$ cat src/rtl/merge3_sel_if.sv
// Handshake bundle for merge3_sel: one control channel, three data inputs, one data output.
// master = environment side, slave = the merge stage.
interface merge3_sel_if #(
    parameter int unsigned WIDTH  = 11,
    parameter int unsigned CWIDTH = 2
);
    logic [CWIDTH-1:0] ctrl_data;
    logic              ctrl_valid;
    logic              ctrl_ready;

    logic [WIDTH-1:0]  in0_data;
    logic              in0_valid;
    logic              in0_ready;
    logic [WIDTH-1:0]  in1_data;
    logic              in1_valid;
    logic              in1_ready;
    logic [WIDTH-1:0]  in2_data;
    logic              in2_valid;
    logic              in2_ready;

    logic [WIDTH-1:0]  out_data;
    logic              out_valid;
    logic              out_ready;

    modport master (
        output ctrl_data, ctrl_valid,
        output in0_data, in0_valid, in1_data, in1_valid, in2_data, in2_valid,
        output out_ready,
        input  ctrl_ready, in0_ready, in1_ready, in2_ready,
        input  out_data, out_valid
    );

    modport slave (
        input  ctrl_data, ctrl_valid,
        input  in0_data, in0_valid, in1_data, in1_valid, in2_data, in2_valid,
        input  out_ready,
        output ctrl_ready, in0_ready, in1_ready, in2_ready,
        output out_data, out_valid
    );
endinterface

$ cat src/rtl/merge3_sel.sv
// Controlled three-way merge: one select token picks which input supplies the next output token.
// All handshake outputs are registered, so no ready depends on any valid combinationally.
module merge3_sel #(
    parameter int unsigned WIDTH  = 11,
    parameter int unsigned CWIDTH = 2
) (
    input logic        CLK,
    input logic        _RESET,
    merge3_sel_if.slave bus
);
    typedef enum logic [1:0] {StIdle, StWaitData, StSend} state_e;

    state_e            state_q, state_d;
    logic [CWIDTH-1:0] sel_q, sel_d;
    logic [WIDTH-1:0]  data_q, data_d;
    logic              ctrl_ready_q, ctrl_ready_d;
    logic [2:0]        in_ready_q, in_ready_d;
    logic              out_valid_q, out_valid_d;

    logic [2:0]        in_valid;
    logic [WIDTH-1:0]  sel_data;
    logic              ctrl_xfer;
    logic              ctrl_legal;

    assign in_valid   = {bus.in2_valid, bus.in1_valid, bus.in0_valid};
    assign ctrl_xfer  = bus.ctrl_valid && ctrl_ready_q;
    assign ctrl_legal = 32'(bus.ctrl_data) < 32'd3;

    always_comb begin
        sel_data = bus.in2_data;
        case (sel_q)
            CWIDTH'(0): sel_data = bus.in0_data;
            CWIDTH'(1): sel_data = bus.in1_data;
            default:    sel_data = bus.in2_data;
        endcase
    end

    always_comb begin
        state_d = state_q;
        sel_d   = sel_q;
        data_d  = data_q;
        unique case (state_q)
            StIdle: begin
                if (ctrl_xfer) begin
                    sel_d = bus.ctrl_data;
                    // Select value 3 is consumed and dropped without touching any input.
                    if (ctrl_legal) begin
                        state_d = StWaitData;
                    end
                end
            end
            StWaitData: begin
                if (|(in_valid & in_ready_q)) begin
                    data_d  = sel_data;
                    state_d = StSend;
                end
            end
            StSend: begin
                if (out_valid_q && bus.out_ready) begin
                    state_d = StIdle;
                end
            end
            default: state_d = StIdle;
        endcase
    end

    // Readies/valid are precomputed from the next state so they appear as flops.
    always_comb begin
        ctrl_ready_d = (state_d == StIdle);
        out_valid_d  = (state_d == StSend);
        in_ready_d   = '0;
        for (int unsigned k = 0; k < 3; k++) begin
            in_ready_d[k] = (state_d == StWaitData) && (sel_d == CWIDTH'(k));
        end
    end

    always_ff @(posedge CLK) begin
        if (_RESET) begin
            state_q      <= StIdle;
            sel_q        <= '0;
            data_q       <= '0;
            ctrl_ready_q <= 1'b0;
            in_ready_q   <= '0;
            out_valid_q  <= 1'b0;
        end else begin
            state_q      <= state_d;
            sel_q        <= sel_d;
            data_q       <= data_d;
            ctrl_ready_q <= ctrl_ready_d;
            in_ready_q   <= in_ready_d;
            out_valid_q  <= out_valid_d;
        end
    end

    assign bus.ctrl_ready = ctrl_ready_q;
    assign bus.in0_ready  = in_ready_q[0];
    assign bus.in1_ready  = in_ready_q[1];
    assign bus.in2_ready  = in_ready_q[2];
    assign bus.out_valid  = out_valid_q;
    assign bus.out_data   = data_q;
endmodule

$ cat src/flat_wrapper.sv
// flat-port wrapper written by rule: the top's interface ports become plain ports
module merge3_sel_flat 
#(
    parameter int unsigned WIDTH  = 11,
    parameter int unsigned CWIDTH = 2
)
  (CLK, _RESET, bus_ctrl_data, bus_ctrl_valid, bus_in0_data, bus_in0_valid, bus_in1_data, bus_in1_valid, bus_in2_data, bus_in2_valid, bus_out_ready, bus_ctrl_ready, bus_in0_ready, bus_in1_ready, bus_in2_ready, bus_out_data, bus_out_valid);
  merge3_sel_if #(.WIDTH(WIDTH), .CWIDTH(CWIDTH)) bus_i ();
  input logic CLK;
  input logic _RESET;
  input wire logic [$bits(bus_i.ctrl_data)-1:0] bus_ctrl_data;
  input wire logic [$bits(bus_i.ctrl_valid)-1:0] bus_ctrl_valid;
  input wire logic [$bits(bus_i.in0_data)-1:0] bus_in0_data;
  input wire logic [$bits(bus_i.in0_valid)-1:0] bus_in0_valid;
  input wire logic [$bits(bus_i.in1_data)-1:0] bus_in1_data;
  input wire logic [$bits(bus_i.in1_valid)-1:0] bus_in1_valid;
  input wire logic [$bits(bus_i.in2_data)-1:0] bus_in2_data;
  input wire logic [$bits(bus_i.in2_valid)-1:0] bus_in2_valid;
  input wire logic [$bits(bus_i.out_ready)-1:0] bus_out_ready;
  output wire logic [$bits(bus_i.ctrl_ready)-1:0] bus_ctrl_ready;
  output wire logic [$bits(bus_i.in0_ready)-1:0] bus_in0_ready;
  output wire logic [$bits(bus_i.in1_ready)-1:0] bus_in1_ready;
  output wire logic [$bits(bus_i.in2_ready)-1:0] bus_in2_ready;
  output wire logic [$bits(bus_i.out_data)-1:0] bus_out_data;
  output wire logic [$bits(bus_i.out_valid)-1:0] bus_out_valid;
  assign bus_i.ctrl_data = bus_ctrl_data;
  assign bus_i.ctrl_valid = bus_ctrl_valid;
  assign bus_i.in0_data = bus_in0_data;
  assign bus_i.in0_valid = bus_in0_valid;
  assign bus_i.in1_data = bus_in1_data;
  assign bus_i.in1_valid = bus_in1_valid;
  assign bus_i.in2_data = bus_in2_data;
  assign bus_i.in2_valid = bus_in2_valid;
  assign bus_i.out_ready = bus_out_ready;
  assign bus_ctrl_ready = bus_i.ctrl_ready;
  assign bus_in0_ready = bus_i.in0_ready;
  assign bus_in1_ready = bus_i.in1_ready;
  assign bus_in2_ready = bus_i.in2_ready;
  assign bus_out_data = bus_i.out_data;
  assign bus_out_valid = bus_i.out_valid;
  merge3_sel #(.WIDTH(WIDTH), .CWIDTH(CWIDTH)) u_core (.CLK(CLK), ._RESET(_RESET), .bus(bus_i));
endmodule
$ cat config.mk
export PLATFORM = sky130hd
export DESIGN_NAME = merge3_sel_flat
export DESIGN_NICKNAME = d
export VERILOG_FILES = /design/src/rtl/merge3_sel_if.sv /design/src/rtl/merge3_sel.sv /design/src/flat_wrapper.sv
export SDC_FILE = /design/constraint.sdc
export NUM_CORES = 1
export LEC_CHECK = 0
export ABC_AREA = 1
export BUFFER_PORTS_ARGS = -buffer_cell sky130_fd_sc_hd__buf_2
export CAP_MARGIN = 0
export CORE_UTILIZATION = 27
export DETAILED_ROUTE_END_ITERATION = 10
export SLEW_MARGIN = 20
export SYNTH_ARGS = -nofsm -noshare
export SYNTH_HDL_FRONTEND = slang
export SYNTH_SLANG_ARGS = --single-unit
$ cat constraint.sdc
create_clock -name CLK -period 0.96 [get_ports CLK]
set_input_delay 0.048 -clock CLK [delete_from_list [all_inputs] [get_ports CLK]]
set_output_delay 0.048 -clock CLK [all_outputs]
set_load 0.01 [all_outputs]
Word-level counts from Yosys, hierarchy flattened
Cells that the tools add are included.

Output and inout bits: 16. Logic and storage cells: 34. Bits in registers: 20.

Equality and inequality tests: 7. Bitwise gates (word level): 1. Mux-type cells: 8. Order comparisons: 1. Reduce and logical (&&, ||, !) cells: 11.

Operator list (number): one-hot mux 11 bit (2 select lines) (1); two-way mux 2 bit (6); equality test 2 x 1 -> 1 bit, second input constant (4); zero test 2 bit (4); equality test 2 bit, second input constant (3); one-hot mux 2 bit (3 select lines) (1); logical AND 1 bit (5); AND 3 bit (1); OR reduction 3 bit (1); less-than comparator 2 bit, second input constant (1); AND reduction 2 bit (1).

Longest topological paths before layout
Depth in word-level cells: 6. Mapped depth: 7. Mapped depth without buffers: 7.

Least setup slack after synthesis
Ideal clock, no wire load.

Kind: reg2reg. From: register u_core.in_ready_q[1]. To: register u_core.data_q[10], in the netlist u_core.bus.out_data[10]. Cell stages (with the launch flop): 7. Path buffers: 1. Period minus slack after synthesis: 1024 ps. Setup slack: -64 ps. Library setup time: 113 ps. Arrival: 911 ps. Required time: 847 ps. Cell sequence: dfxtp_1 -> nand2_1 -> nand3_1 -> nand2_2 -> buf_2 -> nor2_1 -> nor2_1.

Word-level cells in the longest chain between the ends: 3.

RTL lines: start: declaration (line merge3_sel.sv:17) `logic [2:0] in_ready_q, in_ready_d;`; start signal: assignment (line merge3_sel.sv:90) `in_ready_q <= in_ready_d;`; AND 3 bit (line merge3_sel.sv:53) `if (|(in_valid & in_ready_q)) begin`; OR reduction 3 bit (line merge3_sel.sv:53); AND reduction 2 bit (no source line); end signal: assignment (line merge3_sel.sv:88) `data_q <= data_d;`; end: declaration (line merge3_sel.sv:15) `logic [WIDTH-1:0] data_q, data_d;`.

Every way passes these cells. A chain may end at the register's enable or synchronous reset.

Worst setup path in the final report
From: register u_core.sel_q[0]. To: register u_core.data_q[5], in the netlist u_core.bus.out_data[5].

Word-level cells in the longest chain between the ends: 2. Elaborated cells between the ends (all ways): 3.

RTL lines: start: declaration (line merge3_sel.sv:14) `logic [CWIDTH-1:0] sel_q, sel_d;`; start signal: assignment (line merge3_sel.sv:87) `sel_q <= sel_d;`; equality test 2 x 1 -> 1 bit or zero test 2 bit (tied branches) (line merge3_sel.sv:31) `case (sel_q)`; one-hot mux 11 bit (2 select lines) * (line merge3_sel.sv:31).

Mark *: on every way between the ends. The rest lies on a longest branch, timed or not.

==> results.yml <==
status:
  status: "finished, violations left"
  violations: "negative setup slack"
detailed_routing:
  drtIter0Drc: 38
  wl_per_cell_um: 9.36
  drc: 0
  via_count: 1237
  wirelength_um: 2800
  viasPerCell: 4.14
  ant_nets: 0
  drt_first_pass_iters: 4
sta:
  finClkSkew_ns: 0.00160
  slew_headroom_pct: 87.6
  post-route-period-util_pct: 104
  fin_ws_ns: -0.0388
  rsz0062_at_grt: "true"
  setup_viol: 15
  setup_tns_ns: -0.316
  tightest_slew_ns: 0.186
  fin_crit_ns: 0.999
  hold_violations: 0
  finalMaxSlewViolations: 0
  fmax_mhz: 1000
  hold_ws_ns: 0.0164
power:
  p_sw_share_pct: 26.1
  power.switching_mw: 0.585
  seq_power_share_pct: 39.4
  p_clk_share_pct: 38.6
  power.density_nw_per_um2: 1350
  combPwrFrac_pct: 22.0
  power.internal_mw: 1.66
  vdd_drop_max_mv: 0.615
  power.leakage_nw: 0.941
  total_power_mw: 2.24
global_routing:
  globalRouteTotalUtil_pct: 14.5
  grt_overflow: 0
  grt_pass1_wl_um: 4710
  grt_max_degree: 26
  antenna_found_initial: 0
  grt_pass1_vias: 1079
min_path:
  hold_class: "input pin to flop"
clock_network:
  clk_pin_slew_ns: 0.08
  cts_root_buffer: "clkbuf_8"
  clkLatencyLatePin_ns: 0.26
  htreeDepth: 1
  cts.path.max_buffers: 2
  cts_sinks: 20
  cts_tree: "built"
  numCtsBuffers: 3
setup_path:
  startpoint_type: "flop"
  timing.critical_path.required_ns: 1.12
  path_buf_inv: 2
  path_max_fanout: 6
  slowest_delay_ns: 0.37
  cpMaxStageDelayCell: "dfxtp_4"
  arrival_ns: 1.16
  end_kind: "flop"
  path_common_cell: "nor2_1"
  path_cells: "inv_2, nor2_4, buf_4, nand2_1, nand3_1, nor2_1, nor2_1"
  cp_top_family: "flip-flops"
  critPathKind: "flop to flop"
floorplan:
  fp.dieH_um: 64.9
  dieArea_um2: 4220
  ios: 58
  start_util_pct: 28.6
  core-area_um2: 3740
  fp.dieW_um: 64.9
  fp-row-count: 22
synth:
  synth_compound_area_share_pct: 0.936
  synth-simple-area-share_pct: 52.0
  synth_seq_cells: 20
  synth_fa_ha_area_share_pct: 0
  avgSynthCellArea_um2: 5.91
  syn-num-nets: 223
  yosysWarnings: 0
  synth_cell_types: 16
  synth_xor_area_share_pct: 0
  syn_area_um2: 1070
  synthCells: 181
  seq_area_frac_synth_pct: 37.4
  synth_mux_area_share_pct: 0
  synth_top_family_by_area: "simple AND/OR/NAND/NOR gates"
placed_design:
  gp_congestion: 0.867
  io_buffer_count: 57
  dpl.hpwl_um: 2100
finish:
  diodes: 0
  mostFrequentLayoutCells: "nand2_1 (71), buf_2 (57), nor2_1 (27)"
  nets: 294
  layout_commonest_cell: "nand2_1"
  area_delta_synth_final_pct: 55.4
  layout-drive-gt1-share_pct: 41.8
run:
  cap_violations: 0
-- logic make-up (layout without fill, tap and decap cells) --
family                 Yosys count  in the layout
buffers and inverters           24             94
AO/OA/AOI/OAI                    2              2
AND/OR/NAND/NOR                135            135
flip-flops                      20             20
-- state kept, by name, summed over array words and instances (netlist names) --
name and count:
u_core.bus.out_valid 1, u_core.bus.ctrl_ready 1, u_core.bus.out_data 11, u_core.sel_q 2
u_core.in_ready_q 3, u_core.state_q 2
-- synth_stat cells --
master    count  area [um^2]
nand3b_1      2         15.0
nor2_1       29          109
inv_2         2         7.51
nand4_1       1         6.26
nor2_2        4         25.0
clkbuf_2      1         5.00
buf_4         2         15.0
inv_1        15         56.3
nand2_1      77          289
nand2_2       1         6.26
clkbuf_1      1         3.75
and2_1        1         6.26
dfxtp_1      20          400
buf_2         3         15.0
a21oi_1       2         10.0
nand3_1      20          100
-- repair_timing --
action | 4_1_cts | 5_1_grt
gates resized for setup | 17 | 8
pin swaps | 2 | 7
buffers inserted | 3 | 0
hold buffers | 0 | 0
endpoints found under the hold margin | 0 | 0
setup endpoints to repair | 18 | 20
-- power groups by stage --
| stage | Sequential (mW) | Clock, mW | Combinational [mW] |
|---|---|---|---|
| 4_1_cts | 0.883 | 0.898 | 0.485 |
| 3_3_place_gp | 0.900 | 0 | 0.440 |
| 5_1_grt | 0.889 | 0.922 | 0.559 |
| 2_1_floorplan | 0.905 | 0 | 0.259 |
| 3_5_place_dp | 0.901 | 0 | 0.437 |
| 6_report | 0.884 | 0.865 | 0.492 |
-- per-stage QoR --
step                      cells  setup WS [ns]  util [%]  area [um^2]
final                       299        -0.0388      44.4         1660
after global routing        299         -0.116      44.4         1660
after CTS                   299        -0.0500      43.8         1640
after detailed placement    292         -0.120      40.0         1500
after global placement      292        -0.0897      40.0         1500
after floorplan             181        -0.0121         -         1110
-- per-layer routing --
metal  up-vias  track usage [%]  part of all wire [%]
met5         -                0                     0
met4         0             4.17                  0.89
met3         4             3.35                   5.1
met2        34             24.3                    47
met1       512             18.3                    47
li1        687                -                     -
-- path summary, 6_finish.rpt --
check                                              end  depth (start not counted)  slack, ns                   start
worst min-delay path                 u_core.state_q[1]                          2       0.02                  _RESET
worst max-delay path            u_core.bus.out_data[5]                          7      -0.04         u_core.sel_q[0]
worst min register to register  u_core.bus.out_data[5]                          4       0.51  u_core.bus.out_data[5]
worst max register to register  u_core.bus.out_data[5]                          7      -0.04         u_core.sel_q[0]
-- area by class of cell --
| cell class | count | area, um^2 |
|---|---|---|
| Sequential cell | 20 | 418 |
| Clock inverter | 1 | 30.0 |
| Tap cell | 48 | 60.1 |
| Multi-Input combinational cell | 137 | 624 |
| Inverter | 17 | 63.8 |
| Fill cell | 433 | 2080 |
| Clock buffer | 3 | 41.3 |
| Timing Repair Buffer | 73 | 425 |
No activity file was read; power rests on OpenSTA's default activity.
